[src/rtl/logit_lut_search.sv]
// Inverse sigmoid by 7-step lower-bound binary search over the sigmoid ROM grid.
// Optional define LOGIT_SAT_FLAG_EN adds the sat output.
module logit_lut_search #(
  parameter int X_W = 16,
  parameter int Y_W = 8
) (
  input  logic                  clk,
  input  logic                  rst,
  input  logic                  in_valid,
  output logic                  in_ready,
  input  logic [Y_W-1:0]        y,
  output logic                  out_valid,
  input  logic                  out_ready,
  output logic signed [X_W-1:0] x,
`ifdef LOGIT_SAT_FLAG_EN
  output logic                  sat,
`endif
  output logic                  busy
);

  // S[i] = round(256*sigmoid((i-60)/10)), clamped to 255
  localparam logic [Y_W-1:0] S_TAB [121] = '{
    8'd1,   8'd1,   8'd1,   8'd1,   8'd1,   8'd1,   8'd1,   8'd1,   8'd1,   8'd2,
    8'd2,   8'd2,   8'd2,   8'd2,   8'd3,   8'd3,   8'd3,   8'd3,   8'd4,   8'd4,
    8'd5,   8'd5,   8'd6,   8'd6,   8'd7,   8'd8,   8'd8,   8'd9,   8'd10,  8'd11,
    8'd12,  8'd13,  8'd15,  8'd16,  8'd18,  8'd19,  8'd21,  8'd23,  8'd26,  8'd28,
    8'd31,  8'd33,  8'd36,  8'd40,  8'd43,  8'd47,  8'd51,  8'd55,  8'd59,  8'd64,
    8'd69,  8'd74,  8'd79,  8'd85,  8'd91,  8'd97,  8'd103, 8'd109, 8'd115, 8'd122,
    8'd128, 8'd134, 8'd141, 8'd147, 8'd153, 8'd159, 8'd165, 8'd171, 8'd177, 8'd182,
    8'd187, 8'd192, 8'd197, 8'd201, 8'd205, 8'd209, 8'd213, 8'd216, 8'd220, 8'd223,
    8'd225, 8'd228, 8'd230, 8'd233, 8'd235, 8'd237, 8'd238, 8'd240, 8'd241, 8'd243,
    8'd244, 8'd245, 8'd246, 8'd247, 8'd248, 8'd248, 8'd249, 8'd250, 8'd250, 8'd251,
    8'd251, 8'd252, 8'd252, 8'd253, 8'd253, 8'd253, 8'd253, 8'd254, 8'd254, 8'd254,
    8'd254, 8'd254, 8'd255, 8'd255, 8'd255, 8'd255, 8'd255, 8'd255, 8'd255, 8'd255,
    8'd255
  };

  // K[i] = (i-60)*0.1 in Q8.8, rounded to nearest (symmetric about zero)
  function automatic logic signed [X_W-1:0] k_of(input logic [6:0] idx);
    int p;
    p = (int'(idx) - 32'sd60) * 32'sd256;
    if (p >= 32'sd0) begin
      k_of = X_W'((p + 32'sd5) / 32'sd10);
    end else begin
      k_of = X_W'(-((32'sd5 - p) / 32'sd10));
    end
  endfunction

  typedef enum logic [1:0] {IDLE, SEARCH, DONE} state_t;

  state_t         state;
  logic [Y_W-1:0] y_q;
  logic [6:0]     lo;
  logic [6:0]     hi;
  logic [2:0]     cnt;
  logic [7:0]     sum;
  logic [6:0]     mid;
  logic [6:0]     lo_nx;
  logic [6:0]     hi_nx;

  // One lower-bound step: narrow [lo,hi] toward the first S >= y_q
  always_comb begin
    sum   = {1'b0, lo} + {1'b0, hi};
    mid   = sum[7:1];
    lo_nx = lo;
    hi_nx = hi;
    if (lo != hi) begin
      if (S_TAB[mid] >= y_q) begin
        hi_nx = mid;
      end else begin
        lo_nx = mid + 7'd1;
      end
    end else begin
      lo_nx = lo;
      hi_nx = hi;
    end
  end

  // Control FSM with registered handshake, status and result outputs
  always_ff @(posedge clk) begin
    if (rst) begin
      state     <= IDLE;
      in_ready  <= 1'b1;
      out_valid <= 1'b0;
      busy      <= 1'b0;
      x         <= '0;
      y_q       <= '0;
      lo        <= 7'd0;
      hi        <= 7'd0;
      cnt       <= 3'd0;
`ifdef LOGIT_SAT_FLAG_EN
      sat       <= 1'b0;
`endif
    end else begin
      case (state)
        IDLE: begin
          if (in_valid) begin
            y_q      <= y;
            lo       <= 7'd0;
            hi       <= 7'd120;
            cnt      <= 3'd0;
            in_ready <= 1'b0;
            busy     <= 1'b1;
            state    <= SEARCH;
          end
        end
        SEARCH: begin
          lo  <= lo_nx;
          hi  <= hi_nx;
          cnt <= cnt + 3'd1;
          // Seven steps always suffice for 121 entries, so lo_nx is final here
          if (cnt == 3'd6) begin
            x         <= k_of(lo_nx);
            busy      <= 1'b0;
            out_valid <= 1'b1;
            state     <= DONE;
`ifdef LOGIT_SAT_FLAG_EN
            sat       <= (lo_nx == 7'd0) || (S_TAB[lo_nx] == {Y_W{1'b1}});
`endif
          end
        end
        DONE: begin
          if (out_ready) begin
            out_valid <= 1'b0;
            in_ready  <= 1'b1;
            state     <= IDLE;
          end
        end
        default: begin
          state     <= IDLE;
          in_ready  <= 1'b1;
          out_valid <= 1'b0;
          busy      <= 1'b0;
        end
      endcase
    end
  end

endmodule

[config.mk]
export PLATFORM = sky130hd
export DESIGN_NAME = logit_lut_search
export DESIGN_NICKNAME = d
export VERILOG_FILES = /design/src/rtl/logit_lut_search.sv
export SDC_FILE = /design/constraint.sdc
export NUM_CORES = 1
export LEC_CHECK = 0
export CORE_UTILIZATION = 54
export DETAILED_ROUTE_END_ITERATION = 8
export PLACE_DENSITY = 0.72
export SLEW_MARGIN = 40
export SYNTH_ARGS = -nofsm -noshare
export SYNTH_HDL_FRONTEND = slang
export SYNTH_SLANG_ARGS = --single-unit
[constraint.sdc]
create_clock -name clk -period 26.8 [get_ports clk]
set_input_delay 5.36 -clock clk [delete_from_list [all_inputs] [get_ports clk]]
set_output_delay 5.36 -clock clk [all_outputs]
set_load 0.03 [all_outputs]
Word level (Yosys, flattened, before mapping)
Memories as Yosys holds them, arrays and structs flattened.
Cells that the tools add are included.
W data, S select, Z words.
- register bits: 46
- latch bits: 0
- bits in writable memories: 0
- bits in read-only memories: 1024
- bits of input ports: 12
- output and inout bits: 19
- word-level logic and storage cells: 71
- memories: 1
- memory list (memory ; words ; bits a word ; read ports ; clocked after Yosys merged registers in ; wr ports ; RTL line ; RTL):
    (no name shown) ; 128 ; 8 ; 1 ; 0 ; 0 ; 68 ; if (S_TAB[mid] >= y_q) begin
- $add $sub $neg: 7
- multipliers: 0
- div/mod/pow operators: 2
- order comparisons: 3
- equality and inequality tests: 9
- shift-type cells: 0
- multiplexer cells: 26
- bitwise gates (word level): 4
- reduce and logical (&&, ||, !) cells: 10
- operator list (kind ; count):
    $div A32 B5 Y32 const B ; 2
    $mux W7 ; 6
    $pmux W7 S2 ; 2
    $add A16 B4 Y17 const B ; 1
    $sub A4 B16 Y17 const A ; 1
    $ge A16 B1 Y1 const B ; 1
    $mux W16 ; 1
    $mux W8 ; 2
    $neg A16 Y16 ; 1
    $reduce_and A3 Y1 ; 4
    $ne A2 B2 Y1 const B ; 5
    $pmux W1 S3 ; 3
    $add A7 B7 Y8 ; 1
    $ge A8 B8 Y1 ; 1
    $ge A8 B8 Y1 const B ; 1
    $not A7 Y8 ; 1
    $sub A7 B6 Y8 const B ; 1
    $add A7 B1 Y7 const B ; 1
    $ne A7 B7 Y1 ; 1
    $mux W1 ; 6
    $mux W2 ; 3
    $pmux W2 S3 ; 1
    $pmux W3 S2 ; 1
    $reduce_and A2 Y1 ; 3
    9 further kinds ; 11

Logic depth before layout (Yosys ltp)
- depth in word-level cells: 13
- mapped depth: 109
- gate-level depth less buffers: 92

Worst setup path after synthesis
OpenSTA, ideal clock, no wires.
- kind: register -> register
- from: register lo[0]
- to: register x[10]
- setup time: 70 ps
- arrival time: 21741 ps
- data required time: 26730 ps
- path slack: 4989 ps
- cell stages (with the launch flop): 97
- path buffers: 17
- period minus slack after synthesis: 21811 ps
- cell sequence: dfxtp_1 ha_1 fa_1 xor2_1 ha_1 clkbuf_1 nor2_1 a21oi_1 mux4_2 a21oi_1 o21ai_0 ha_1 o21a_1 a21oi_1 o31ai_1 nor2_8 o32a_1 buf_4 [61 not listed] ha_1 nand3_1 o21ai_0 a31oi_1 o211a_1 o2111ai_1 a311oi_2 nand4_2 nor2_1 ha_1 mux2i_2 ha_1 nand3_1 o21ai_0 o2bb2ai_1 xnor2_1 a211o_1 a21oi_1
- cells in the longest elaborated chain, start to end: 13
- elaborated cells between the ends (all ways): 18
- those cells by class: add/sub (6); div (2); order compare (2); eq/ne (1); mux (5); bitwise (1); memory (1)
- ends and longest elaborated chain (item ; RTL line ; RTL):
    start: declaration ; 53 ; logic [6:0] lo;
    start signal: assignment ; 108 ; lo <= lo_nx;
    $add A7 B7 Y8 ; 63 ; sum = {1'b0, lo} + {1'b0, hi};
    $not A7 Y8 (not written as such) ; 68 ;
    $mem_v2 Z128 W8 ; -- ;
    $mux W8 (not written as such) (2 in a row) ; 68 ;
    $ge A8 B8 Y1 ; 68 ;
    $mux W7 ; 68 ;
    $mux W7 * ; 67 ; if (lo != hi) begin
    $sub A7 B6 Y8 * ; 41 ; p = (int'(idx) - 32'sd60) * 32'sd256;
    $sub A4 B16 Y17 ; 45 ; k_of = X_W'(-((32'sd5 - p) / 32'sd10));
    $div A32 B5 Y32 ; 45 ;
    $neg A16 Y16 ; 45 ;
    $mux W16 * ; 42 ; if (p >= 32'sd0) begin
    end signal: assignment ; 113 ; x <= k_of(lo_nx);
    end: declaration ; 14 ; output logic signed [X_W-1:0] x,
Every way passes the cells marked *; elsewhere a longest branch is shown, timed or not. The select of a mux whose other input is x is not followed.
A chain may end at the register's enable or synchronous reset.

Worst setup path in the final report
- from: register lo[1]
- to: register x[10]
Same word-level chain as after synthesis.

==> flow_metrics.env <==
export IMPL_setup_tns_ps=0
export IMPL_reg2reg_to="x[10]"
export IMPL_cts_tree="done"
export IMPL_postCtsHoldBufs=0
export IMPL_final_max_slew_violation_count=0
export IMPL_grt_pass1_wl_um=84000
export IMPL_grt_use_total=0.340
export IMPL_ios=31
export IMPL_startpoint_type="register"
export IMPL_final_common_cell="nor2_1"
export IMPL_root_buffer="clkbuf_16"
export IMPL_die_x_um=172
export IMPL_area_delta_synth_final_pct=3.19
export IMPL_dp_hpwl_um=39100
export IMPL_slew_headroom=0.400
export IMPL_syn_area_mm2=0.0156
export IMPL_worst_skew_pair_late_latency_ps=300
export IMPL_worst_path_max_fanout=27
export IMPL_dp_slack_ps=2890
export IMPL_grt_max_degree=65
export IMPL_clk_pin_slew_ps=70
export IMPL_synth_cells=2317
export IMPL_hold_violations=0
export IMPL_crit_top_cell="ha_1"
export IMPL_fillers=2813
export IMPL_drive_above_1_share=0.0778
export IMPL_coreArea_mm2=0.0281
export IMPL_vias=18781
export IMPL_dp_cells=2619
export IMPL_finalCriticalPeriod_ps=24520
export IMPL_cp_slowest_cell="xor2_4"
export IMPL_start_util=0.555
export IMPL_cts_buffer_depth=2
export IMPL_worstHoldEndpoint="x[0]"
export IMPL_status="complete, no violations"
export IMPL_row_count=61
export IMPL_endpoint_kind="register"
export IMPL_grt_pass1_vias=16707
export IMPL_place_gp_congestion=0.984
export IMPL_drc=0
export IMPL_max_cap_viol_count=0
export IMPL_seq_area_frac_synth=0.0591
export IMPL_min_path_cells=2
export IMPL_place_area_mm2=0.0159
export IMPL_n_antenna_cell=0
export IMPL_layout_common_cells="nor2_1 (227), nand2_1 (225), a21oi_1 (193)"
export IMPL_synth_ff_type="dfxtp_1"
export IMPL_clock_sinks=46
export IMPL_tightest_slew_ps=878
export IMPL_rsz0062_at_grt="no"
export IMPL_cts_resized=0
export IMPL_vias_per_cell=7.15
export IMPL_finalCritPeriodShare=0.915
export IMPL_yosysUniqueCellTypes=149
export IMPL_wl_um=51800
export IMPL_worstRegToRegCells=89
export IMPL_synth_edf_count=0
export IMPL_r2r_start="lo[1]"
export IMPL_min_path_type="register to register"
export IMPL_h_tree_depth=2
export IMPL_syn_avg_cell_area_um2=6.73
export IMPL_worst_slack_ps=2280
export IMPL_overflow=0
export IMPL_finalNonFillerCells=2628
export IMPL_antenna_found_initial=0
export IMPL_postCtsSetupRepairBufs=0
export IMPL_fmax_ghz=0.0408
export IMPL_die_y_um=172
export IMPL_cpPeakStageDelay_ps=590
export IMPL_nNetsFinal=2319
export IMPL_cts_buffers=5
export IMPL_regToRegSetupSlack_ps=2280
export IMPL_min_from="x[0]"
export IMPL_critPathRequiredTime_ps=27030
export IMPL_ant_nets=0
export IMPL_dr_first_iter_drc_count=2447
export IMPL_io_buffer_count=30
export IMPL_yosysWarningCount=0
export IMPL_synth_seq_cells=46
export IMPL_setup_worst_path_class="register to register"
export IMPL_final_cell_area_mm2=0.0161
export IMPL_die_area_mm2=0.0296
export IMPL_wl_per_cell_um=19.7
export IMPL_drtPass1Iterations=5
export IMPL_clock_skew_ps=4.07
export IMPL_setup_violations=0
export IMPL_cp_arrival_ps=24760
export IMPL_synthArstFlopShare=0
[stage by stage]
stage               hold slack (ps)   util
floorplan                       436      -
global placement                444  0.564
detailed placement              447  0.565
CTS                             457  0.572
global route                    487  0.573
finish                          455  0.573
[how the worst max path moves through the flow]
stage	startpoint	to	slack, ps	cells after the start
6_report	lo[1]	x[10]	2280	89
2_1_floorplan	lo[0]	x[10]	4990	96
4_1_cts	lo[1]	x[10]	2810	88
5_1_grt	lo[1]	x[10]	330	89
3_5_place_dp	lo[1]	x[10]	2890	88
3_3_place_gp	lo[1]	x[13]	3440	88
[cells by family after synthesis]
family / share of synthesized area
AO/OA/AOI/OAI: 0.403
XOR/XNOR: 0.0867
adder cells (fa/ha/maj): 0.0490
buffers and inverters: 0.0599
flip-flops: 0.0591
multiplexers: 0.0275
other: 0.000482
AND/OR/NAND/NOR: 0.314
[area by class of cell]
type | count | area [um2] | area share
flip-flops and latches | 46 | 921 | 0.0572
multi-input cells | 2088 | 13800 | 0.860
well taps | 378 | 473 | 0.0294
inverters | 51 | 191 | 0.0119
clock inverters | 3 | 48.8 | 0.00303
clock buffers | 5 | 125 | 0.00778
repair buffers | 57 | 495 | 0.0308
[Yosys cell counts, types with 19 or more instances]
master	n	area, um2
a211o_1	19	166
a211oi_1	51	383
a21o_1	23	173
a21oi_1	193	966
a31oi_1	46	288
and2_1	29	181
and3_1	29	181
buf_4	23	173
clkbuf_1	75	282
dfxtp_1	46	921
ha_1	57	713
inv_1	44	165
mux2i_1	28	280
nand2_1	226	848
nand2b_1	24	150
nand3_1	114	571
nand4_1	31	194
nor2_1	229	860
nor3_1	97	485
nor4_1	25	156
o211ai_1	47	353
o21a_1	32	240
o21ai_0	154	771
o21ai_1	19	95.1
o22ai_1	23	144
o31ai_1	21	158
or3_1	33	206
xnor2_1	98	858
xor2_1	25	219
[flip-flops by register name, indices dropped and copies added, names as in the netlist, 2 cells and up]
signal / flops
x: 16
y_q: 8
hi: 7
lo: 7
cnt: 3
state: 2
[worst max-delay path: cells and delay by family (launching register included)]
family	cells	cell delay, ps
XOR/XNOR	7	1990
AO/OA/AOI/OAI	33	8340
multiplexers	2	750
AND/OR/NAND/NOR	27	7970
buffers and inverters	9	1790
adder cells (fa/ha/maj)	11	3080
flip-flops	1	470
[layer usage]
layer / track usage / wire, um
met5: 0 / 0
met3: 0.0268 / 4390
met1: 0.462 / 22400
met2: 0.568 / 23500
met4: 0.104 / 1530
Power is left out: the tool's default activity adds up to more than one toggle a clock period on the data nets, which glitch-free logic cannot reach.
